--- src/rtl/program_counter_unit_if.sv ---
// Fetch-stage bus of program_counter_unit: redirect controls from execute, fetch request to imem.
// PROGRAM_COUNTER_COMPRESSED_EN adds the compressed input for 16-bit instructions.
interface program_counter_unit_if #(
  parameter int XLEN = 32
);
  logic            stall;
  logic            branch;
  logic [XLEN-1:0] immediate;
  logic            jump;
  logic [XLEN-1:0] jump_target;
  logic            trap;
  logic            fetch_ready;
`ifdef PROGRAM_COUNTER_COMPRESSED_EN
  logic            compressed;
`endif
  logic            fetch_valid;
  logic [XLEN-1:0] program_counter;
  logic [XLEN-1:0] program_counter_plus_4;
  logic            misaligned;
  logic [XLEN-1:0] fault_address;

  // master is the PC unit itself; slave is whoever drives redirects and consumes the request.
  modport master (
    input  stall, branch, immediate, jump, jump_target, trap, fetch_ready,
`ifdef PROGRAM_COUNTER_COMPRESSED_EN
    input  compressed,
`endif
    output fetch_valid, program_counter, program_counter_plus_4, misaligned, fault_address
  );

  modport slave (
    output stall, branch, immediate, jump, jump_target, trap, fetch_ready,
`ifdef PROGRAM_COUNTER_COMPRESSED_EN
    output compressed,
`endif
    input  fetch_valid, program_counter, program_counter_plus_4, misaligned, fault_address
  );
endinterface

--- src/rtl/program_counter_unit.sv ---
// Fetch-stage program counter with trap/jump/branch redirects and a misaligned-target fault state.
// Defining PROGRAM_COUNTER_COMPRESSED_EN enables 2-byte steps and 2-byte target alignment.
module program_counter_unit #(
  parameter int              XLEN         = 32,
  parameter logic [XLEN-1:0] RESET_VECTOR = '0,
  parameter logic [XLEN-1:0] TRAP_VECTOR  = XLEN'('h100)
) (
  input logic                    clock,
  input logic                    reset,
  program_counter_unit_if.master bus
);

  typedef enum logic [1:0] {
    BOOT  = 2'd0,
    RUN   = 2'd1,
    FAULT = 2'd2
  } state_t;

  state_t          state;
  logic [XLEN-1:0] pc;
  logic [XLEN-1:0] fault_address;
  logic            fetch_valid;
  logic            misaligned;
  logic [XLEN-1:0] candidate;
  logic [XLEN-1:0] seq_step;
  logic            candidate_bad;

  if (XLEN < 8) begin : g_bad_xlen
    $error("program_counter_unit: XLEN must be at least 8");
  end
  if (TRAP_VECTOR[1:0] != 2'b00) begin : g_bad_trap_vector
    $error("program_counter_unit: TRAP_VECTOR must be 4-byte aligned");
  end

  // Jump takes precedence over branch when both are raised in the same cycle.
  always_comb begin
    candidate = bus.jump ? (bus.jump_target & ~XLEN'(1))
                         : (pc + (bus.immediate << 1));
`ifdef PROGRAM_COUNTER_COMPRESSED_EN
    candidate_bad = candidate[0];
    seq_step      = bus.compressed ? XLEN'(2) : XLEN'(4);
`else
    candidate_bad = (candidate[1:0] != 2'b00);
    seq_step      = XLEN'(4);
`endif
  end

  // Trap is checked before the state so it also leaves BOOT and FAULT and beats stall.
  always_ff @(posedge clock or posedge reset) begin
    if (reset) begin
      pc            <= RESET_VECTOR;
      state         <= BOOT;
      fetch_valid   <= 1'b0;
      misaligned    <= 1'b0;
      fault_address <= '0;
    end else if (bus.trap) begin
      pc          <= TRAP_VECTOR;
      state       <= RUN;
      fetch_valid <= 1'b1;
      misaligned  <= 1'b0;
    end else begin
      case (state)
        BOOT: begin
          state       <= RUN;
          fetch_valid <= 1'b1;
        end
        RUN: begin
          if (bus.stall) begin
            pc <= pc;
          end else if (bus.jump || bus.branch) begin
            if (candidate_bad) begin
              fault_address <= candidate;
              misaligned    <= 1'b1;
              fetch_valid   <= 1'b0;
              state         <= FAULT;
            end else begin
              pc <= candidate;
            end
          end else if (fetch_valid && bus.fetch_ready) begin
            pc <= pc + seq_step;
          end
        end
        FAULT: begin
          pc <= pc;
        end
        default: begin
          state       <= BOOT;
          fetch_valid <= 1'b0;
          misaligned  <= 1'b0;
        end
      endcase
    end
  end

  assign bus.program_counter        = pc;
  assign bus.program_counter_plus_4 = pc + XLEN'(4);
  assign bus.fetch_valid            = fetch_valid;
  assign bus.misaligned             = misaligned;
  assign bus.fault_address          = fault_address;

endmodule

--- src/flat_wrapper.sv ---
// flat-port wrapper written by rule: the top's interface ports become plain ports
module program_counter_unit_flat 
#(
  parameter int              XLEN         = 32,
  parameter logic [XLEN-1:0] RESET_VECTOR = '0,
  parameter logic [XLEN-1:0] TRAP_VECTOR  = XLEN'('h100)
)
  (clock, reset, bus_stall, bus_branch, bus_immediate, bus_jump, bus_jump_target, bus_trap, bus_fetch_ready, bus_fetch_valid, bus_program_counter, bus_program_counter_plus_4, bus_misaligned, bus_fault_address);
  program_counter_unit_if #(.XLEN(XLEN)) bus_i ();
  input logic clock;
  input logic reset;
  input wire logic [$bits(bus_i.stall)-1:0] bus_stall;
  input wire logic [$bits(bus_i.branch)-1:0] bus_branch;
  input wire logic [$bits(bus_i.immediate)-1:0] bus_immediate;
  input wire logic [$bits(bus_i.jump)-1:0] bus_jump;
  input wire logic [$bits(bus_i.jump_target)-1:0] bus_jump_target;
  input wire logic [$bits(bus_i.trap)-1:0] bus_trap;
  input wire logic [$bits(bus_i.fetch_ready)-1:0] bus_fetch_ready;
  output wire logic [$bits(bus_i.fetch_valid)-1:0] bus_fetch_valid;
  output wire logic [$bits(bus_i.program_counter)-1:0] bus_program_counter;
  output wire logic [$bits(bus_i.program_counter_plus_4)-1:0] bus_program_counter_plus_4;
  output wire logic [$bits(bus_i.misaligned)-1:0] bus_misaligned;
  output wire logic [$bits(bus_i.fault_address)-1:0] bus_fault_address;
  assign bus_i.stall = bus_stall;
  assign bus_i.branch = bus_branch;
  assign bus_i.immediate = bus_immediate;
  assign bus_i.jump = bus_jump;
  assign bus_i.jump_target = bus_jump_target;
  assign bus_i.trap = bus_trap;
  assign bus_i.fetch_ready = bus_fetch_ready;
  assign bus_fetch_valid = bus_i.fetch_valid;
  assign bus_program_counter = bus_i.program_counter;
  assign bus_program_counter_plus_4 = bus_i.program_counter_plus_4;
  assign bus_misaligned = bus_i.misaligned;
  assign bus_fault_address = bus_i.fault_address;
  program_counter_unit #(.XLEN(XLEN), .RESET_VECTOR(RESET_VECTOR), .TRAP_VECTOR(TRAP_VECTOR)) u_core (.clock(clock), .reset(reset), .bus(bus_i));
endmodule
--- config.mk ---
export PLATFORM = sky130hd
export DESIGN_NAME = program_counter_unit_flat
export DESIGN_NICKNAME = d
export VERILOG_FILES = /design/src/rtl/program_counter_unit_if.sv /design/src/rtl/program_counter_unit.sv /design/src/flat_wrapper.sv
export SDC_FILE = /design/constraint.sdc
export NUM_CORES = 1
export LEC_CHECK = 0
export CAP_MARGIN = 10
export CORE_ASPECT_RATIO = 2
export CORE_UTILIZATION = 49
export CTS_BUF_LIST = sky130_fd_sc_hd__clkbuf_4 sky130_fd_sc_hd__clkbuf_8
export DETAILED_ROUTE_END_ITERATION = 7
export PLACE_DENSITY = 0.83
export SYNTH_ARGS = -nofsm -noshare
export SYNTH_HDL_FRONTEND = slang
export SYNTH_SLANG_ARGS = --single-unit
--- constraint.sdc ---
create_clock -name clock -period 3.2 [get_ports clock]
set_input_delay 0.64 -clock clock [delete_from_list [all_inputs] [get_ports clock]]
set_output_delay 0.64 -clock clock [all_outputs]
set_load 0.02 [all_outputs]
==> impl_metrics.yaml, run 1 <==
yosys:
  synth_xor_xnor_area_share_pct: 8.75
  synth_cell_types: 64
  synth_top_cell_area_share_pct: 29.9
  synth_area_mm2: 0.00561
  synthMuxAreaShare_pct: 3.66
  synth-compound-area-share_pct: 27.0
  synth-edff-count: 0
  synth_fa_ha_area_share_pct: 7.28
  syn-num-nets: 800
  synth_area_per_cell_um2: 8.04
  synth_top_family_by_area: "compound AO/OA/AOI/OAI gates"
  ys_seq_area_share_pct: 29.9
  synth.area.top_cells: "dfrtp_1 30%, o21ai_0 7.5%, ha_1 6.9%, a21oi_1 5.8%, nand2_1 5.6%"
  async_flop_share_pct: 100
  ys_warn_count: 0
  synth-simple-area-share_pct: 19.1
  synth-main-ff-cell: "dfrtp_1"
  yosys.area.top_type: "dfrtp_1"
  synth-seq-cells: 67
  synthCells: 697
clock_tree:
  cts-root-buf: "clkbuf_8"
  cts_tree: "yes"
  numCtsBuffers: 9
  hold_buffers: 0
  clk_path_buf_depth: 2
  clk_latency_ns: 0.36
  path_clk_slew_ns: 0.09
  h-tree-depth: 3
  cts_sinks: 67
global_routing:
  antenna_found_initial: 0
  grt_overflow: 0
  grt_max_degree: 68
  grtUsageTotal_pct: 42.9
  grt_pass1_vias: 7330
  grt_pass1_wl_um: 38300
worst_setup_path:
  max_stage_delay_ns: 0.50
  rr_worst_depth: 13
  worstReg2RegStart: "u_core.bus.program_counter[3]"
  worstPathArrival_ns: 3.47
  cp-end-kind: "flop"
  crit_buf_inv: 2
  crit_slowest_cell: "a21oi_1"
  cp_common_cell: "a21oi_1"
  timing.rr.end: "u_core.bus.program_counter[18]"
  path_class: "input pin to flop"
  critPathLaunchType: "input pin"
  cp_top_family: "compound AO/OA/AOI/OAI gates"
  reg2reg_slack_ns: 0.03
  crit_chain: "clkdlybuf4s50_1, ha_2, o21ai_2, nor2b_1, or3_4, a32oi_4, buf_6, xnor2_1, nor2_1, a21oi_1, or3_1, a21oi_1"
  required_ns: 3.45
  cp_max_fo: 3
sta:
  setup_ws_ns: -0.0227
  whs_ns: 0.484
  fin_crit_ns: 3.22
  fmax_mhz: 310
  rsz0062_at_grt: "true"
  final_max_slew_viol_count: 0
  max_slew_margin_pct: 56.0
  final_min_period_over_clock_period_pct: 101
  hold_violations: 0
  fin_skew_ns: 0.0115
  setup_violations: 1
  worst_pin_slew_ns: 0.658
route:
  routed_wl_um: 25200
  drt_iter0_drc: 638
  vias: 7082
  wl_per_cell_um: 22.7
  drc: 0
  ant_nets: 0
  via_per_inst: 6.38
  dr.pass1.iters: 6
min_path:
  hp-class: "flop to flop"
  whs_path_depth: 2
  min-delay-start: "u_core.bus.fault_address[5]"
  min_to: "u_core.bus.fault_address[5]"
finish:
  layout-drive-gt1-share_pct: 22.4
  num_antenna_cells: 0
  fin_nets: 1069
  fin_util_pct: 79.1
  seqCellArea_mm2: 0.00168
  fillers: 762
  multiInputGateArea_mm2: 0.00393
  area_delta_synth_final_pct: 55.5
place:
  portBuffers: 166
  dp_hpwl_um: 18900
  gp_congestion: 1.02
floorplanning:
  die-width_um: 77.6
  die_area_mm2: 0.0119
  start_util_pct: 50.9
  coreArea_mm2: 0.0110
  pin_count: 169
  row_count: 54
  die_h_um: 153
run:
  drv_cap: 0
outcome:
  violations: "negative setup slack"
  outcome: "finished with violations"
power_and_ir_drop:
  ir_worst_vdd_mv: 0.359
  cellPowerDensity_mw_per_mm2: 406
  p_leak_nw: 4.09
## sequential cells by signal, summed over array words and instances (netlist names)
| signal | count |
|---|---|
| u_core.bus.misaligned | 1 |
| u_core.bus.program_counter | 32 |
| u_core.bus.fault_address | 32 |
| u_core.bus.fetch_valid | 1 |
| u_core.state | 1 |
## worst reg2reg max path, stage by stage, from the launching register on
cell and delay [ns]:
dfrtp_1 0.42, buf_4 0.17, ha_4 0.27, o211a_1 0.18, a2111oi_2 0.07, buf_4 0.16
or3_4 0.39, a32oi_4 0.34, buf_6 0.16, xnor2_1 0.11, nor2_1 0.05, a21oi_1 0.50
or3_1 0.20, a21oi_1 0.06
## worst max path at each step
stage	startpoint	to	slack [ns]	cells after the start
2_1_floorplan	u_core.bus.program_counter[2]	bus_program_counter_plus_4[28]	0.07	9
6_report	bus_immediate[5]	u_core.bus.program_counter[18]	-0.02	12
3_5_place_dp	bus_immediate[0]	u_core.bus.fault_address[29]	-0.59	13
5_1_grt	bus_immediate[7]	u_core.bus.fault_address[17]	-0.10	13
3_3_place_gp	bus_immediate[0]	u_core.bus.program_counter[9]	-0.60	15
4_1_cts	bus_immediate[4]	u_core.bus.fault_address[24]	-0.005	14
## cells in the mapped netlist (3+ instances only)
cell type,number
a211oi_1,13
a21boi_0,5
a21o_1,10
a21oi_1,65
a31oi_1,10
and2_1,3
and3_1,23
and4_1,3
buf_2,5
buf_4,3
clkbuf_1,33
dfrtp_1,67
ha_1,31
inv_1,16
mux2_2,4
mux2i_1,16
nand2_1,83
nand2b_1,6
nand3_1,17
nand3b_1,5
nand4_1,5
nor2_1,40
nor2b_1,3
nor3_1,16
nor3b_1,6
nor4_1,4
o211a_1,4
o211ai_1,4
o21a_1,3
o21ai_0,84
o21ai_1,3
o21bai_1,5
o22ai_1,3
o31ai_1,5
o32ai_1,4
or3_1,3
xnor2_1,28
xor2_1,28
## cells in the final DEF (no fill, tap or decap), types with 16 or more instances in the layout
master           count
o21ai_0             78
ha_1                25
xnor2_1             25
a21oi_1             61
nand2_1             83
clkdlybuf4s50_1    138
nand3_1             16
xor2_1              25
nor2_1              39
dfrtp_1             66
buf_4              129
and3_1              17
## cell families after synthesis
kind of cell | after synthesis
AO/OA/AOI/OAI | 241
XOR/XNOR | 56
adder cells (fa/ha/maj) | 32
buffers and inverters | 59
flip-flops | 67
multiplexers | 20
AND/OR/NAND/NOR | 222
## through the flow
step	setup TNS (ns)	instances	power, W	cell area, µm²	worst slack, ns
floorplan	0	697	0.00186	5610	0.0730
global placement	-13.93	1086	0.00267	8240	-0.603
detailed placement	-16.63	1086	0.00272	8240	-0.593
CTS	-0.00489	1106	0.00347	8550	-0.00489
global route	-0.609	1110	0.00367	8710	-0.103
finish	-0.0227	1110	0.00354	8710	-0.0227
## routing by layer
metal,GRT usage [%],share of wire (%)
met5,0,0
met2,76.8,52
met1,37.9,29
met4,43.5,12
met3,8.12,6.9
## timing repair
| action | 4_1_cts | 5_1_grt |
|---|---|---|
| pin swaps | 11 | 14 |
| setup buffers | 5 | 5 |
| resized for setup | 51 | 53 |
| endpoints found under the setup margin | 47 | 47 |
## power breakdown
group          internal [W]  leakage [nW]  total, W  switching [W]
Clock              0.000359        0.0994  0.000743       0.000384
Combinational      0.000790          3.12   0.00170       0.000910
Sequential         0.000983         0.868   0.00110       0.000116
## cell type report
class	instances	share of cell area (%)
inverter	16	0.689
multi-input combinational	571	45.1
clock inverter	6	0.761
timing repair buffer	301	30.8
clock buffer	9	1.42
sequential	67	19.3
tap	140	2.01
No activity file was read; power rests on OpenSTA's default activity.
==> inputs of run 2 (changes only) <==
--- a/config.mk
+++ b/config.mk
@@ -6,7 +6,6 @@
 export NUM_CORES = 1
 export LEC_CHECK = 0
 export CAP_MARGIN = 10
-export CORE_ASPECT_RATIO = 2
 export CORE_UTILIZATION = 49
 export CTS_BUF_LIST = sky130_fd_sc_hd__clkbuf_4 sky130_fd_sc_hd__clkbuf_8
 export DETAILED_ROUTE_END_ITERATION = 7
==> impl_metrics.yaml, run 2 (synthesis gave the netlist of run 1 again) <==
clock_tree:
  cts-root-buf: "clkbuf_8"
  cts_sinks: 67
  path_clk_slew_ns: 0.07
  cts_tree: "yes"
  clk_path_buf_depth: 2
  h-tree-depth: 3
  numCtsBuffers: 9
  clk_latency_ns: 0.35
place:
  place_area_mm2: 0.00815
  dp_hpwl_um: 16500
  portBuffers: 166
  gp_congestion: 0.984
route:
  wl_per_cell_um: 20.1
  routed_wl_um: 22000
  drc: 0
  via_per_inst: 6.24
  ant_nets: 0
  vias: 6830
  drt_iter0_drc: 782
  dr.pass1.iters: 5
sta:
  fmax_mhz: 318
  setup_tns_ns: 0
  final_min_period_over_clock_period_pct: 98.2
  fin_skew_ns: 0.0113
  hold_violations: 0
  setup_violations: 0
  fin_crit_ns: 3.14
  final_max_slew_viol_count: 0
  worst_pin_slew_ns: 0.707
  max_slew_margin_pct: 52.9
worst_setup_path:
  reg2reg_slack_ns: 0.10
  path_class: "flop to primary output"
  critPathLaunchType: "flop"
  worstPathArrival_ns: 2.50
  cp_max_fo: 8
  crit_slowest_cell: "dfrtp_1"
  crit_chain: "buf_4, and3_1, and4_1, and4_1, and3_1, nand3_1, xnor2_1, clkdlybuf4s15_1"
  cp-end-kind: "primary output"
  required_ns: 2.56
  max_stage_delay_ns: 0.36
finish:
  finalInstanceArea_mm2: 0.00858
  num_antenna_cells: 0
  fillers: 786
  mostFrequentLayoutCell: "clkdlybuf4s50_1"
  multiInputGateArea_mm2: 0.00388
  fin_nets: 1053
  seqCellArea_mm2: 0.00168
  layout_common_cells: "142 x clkdlybuf4s50_1, 117 x buf_4, 83 x nand2_1"
  layout-drive-gt1-share_pct: 19.6
  area_delta_synth_final_pct: 53.1
global_routing:
  grt_pass1_vias: 6461
  grt_overflow: 0
  antenna_found_initial: 0
  grt_max_degree: 62
  grt_pass1_wl_um: 33100
  grtUsageTotal_pct: 36.5
power_and_ir_drop:
  power_w: 0.00361
  p_leak_nw: 4.03
  cellPowerDensity_mw_per_mm2: 421
  ir_worst_vdd_mv: 0.364
min_path:
  hp-class: "flop to flop"
floorplanning:
  start_util_pct: 51.0
  die_area_mm2: 0.0119
  die-width_um: 109
  pin_count: 169
  die_h_um: 109
  coreArea_mm2: 0.0110
  row_count: 38
outcome:
  outcome: "finished, final reports clean"
run:
  drv_cap: 0
==> run 2: cell count changes in the layout (fill, tap and decap cells not counted), sizes merged <==
cell	before	now
buf	139	121
bufinv	1	3
inv	17	16
dlymetal6s2s	7	6
clkinv	4	3
clkbuf	15	16
clkdlybuf4s50	138	142
dlygate4sd2	9	7
clkdlybuf4s15	2	3
==> run 2: metrics by stage <==
step | setup WS (ns) | hold slack (ns) | utilization [%] | cells
after floorplan | 0.0730 | 0.492 | - | 697
after global placement | -0.440 | 0.462 | 74.2 | 1077
after detailed placement | -0.503 | 0.471 | 74.2 | 1077
after CTS | 0.00793 | 0.487 | 76.9 | 1094
after global routing | -0.00876 | 0.514 | 78.1 | 1095
final | 0.0567 | 0.484 | 78.1 | 1095
==> run 2: worst paths after layout <==
check | from | to | cells after the start
setup / recovery | u_core.bus.program_counter[2] | bus_program_counter_plus_4[29] | 8
hold / removal | u_core.bus.fault_address[1] | u_core.bus.fault_address[1] | 2
setup reg to reg | u_core.bus.program_counter[2] | u_core.bus.program_counter[28] | 11
hold reg to reg | u_core.bus.fault_address[1] | u_core.bus.fault_address[1] | 2
max in group asynchronous | reset | u_core.bus.program_counter[22] | 3
min in group asynchronous | reset | u_core.bus.fault_address[5] | 2
==> run 2: critical path, delay by kind of cell, from the launching register on <==
| kind | cells | cell delay (ns) |
|---|---|---|
| xor+xnor | 1 | 0.21 |
| simple gates | 5 | 1.08 |
| flops | 1 | 0.36 |
| buf+inv | 2 | 0.51 |
==> run 2: report_power, final <==
group	switching, W	internal [W]	leakage, nW	total, W
clock network	0.000364	0.000541	0.126	0.000905
logic	0.000863	0.000755	3.03	0.00162
registers	0.000104	0.000983	0.869	0.00109
==> run 2: cell type report <==
cell class	instances	share of cell area [%]
timing repair buffer	285	29.6
clock inverter	6	1.31
tap	140	2.04
inverter	16	0.700
clock buffer	10	1.60
sequential	67	19.5
multi-input combinational	571	45.2
==> run 2: routing by layer <==
metal,vias to the layer above,track usage (%),wire (µm)
met2,495,58.7,10100
met3,100,4.18,2300
li1,3051,-,-
met4,0,13.8,885
met5,-,0,0
met1,3184,50.1,8680
==> run 2: what timing repair did <==
| action | in CTS | in global routing |
|---|---|---|
| hold buffers | 0 | 0 |
| gates cloned | 0 | 0 |
| pin swaps | 13 | 17 |
| resized for setup | 31 | 48 |
| buffers inserted | 1 | 1 |
| setup endpoints to repair | 36 | 42 |
==> inputs of run 3 (changes only) <==
--- a/config.mk
+++ b/config.mk
@@ -5,7 +5,7 @@
 export SDC_FILE = /design/constraint.sdc
 export NUM_CORES = 1
 export LEC_CHECK = 0
-export CAP_MARGIN = 10
+export CAP_MARGIN = 20
 export CORE_UTILIZATION = 49
 export CTS_BUF_LIST = sky130_fd_sc_hd__clkbuf_4 sky130_fd_sc_hd__clkbuf_8
 export DETAILED_ROUTE_END_ITERATION = 7
==> results of run 3 <==
No change in the layout: final DEF, timing and power equal those of run 2.
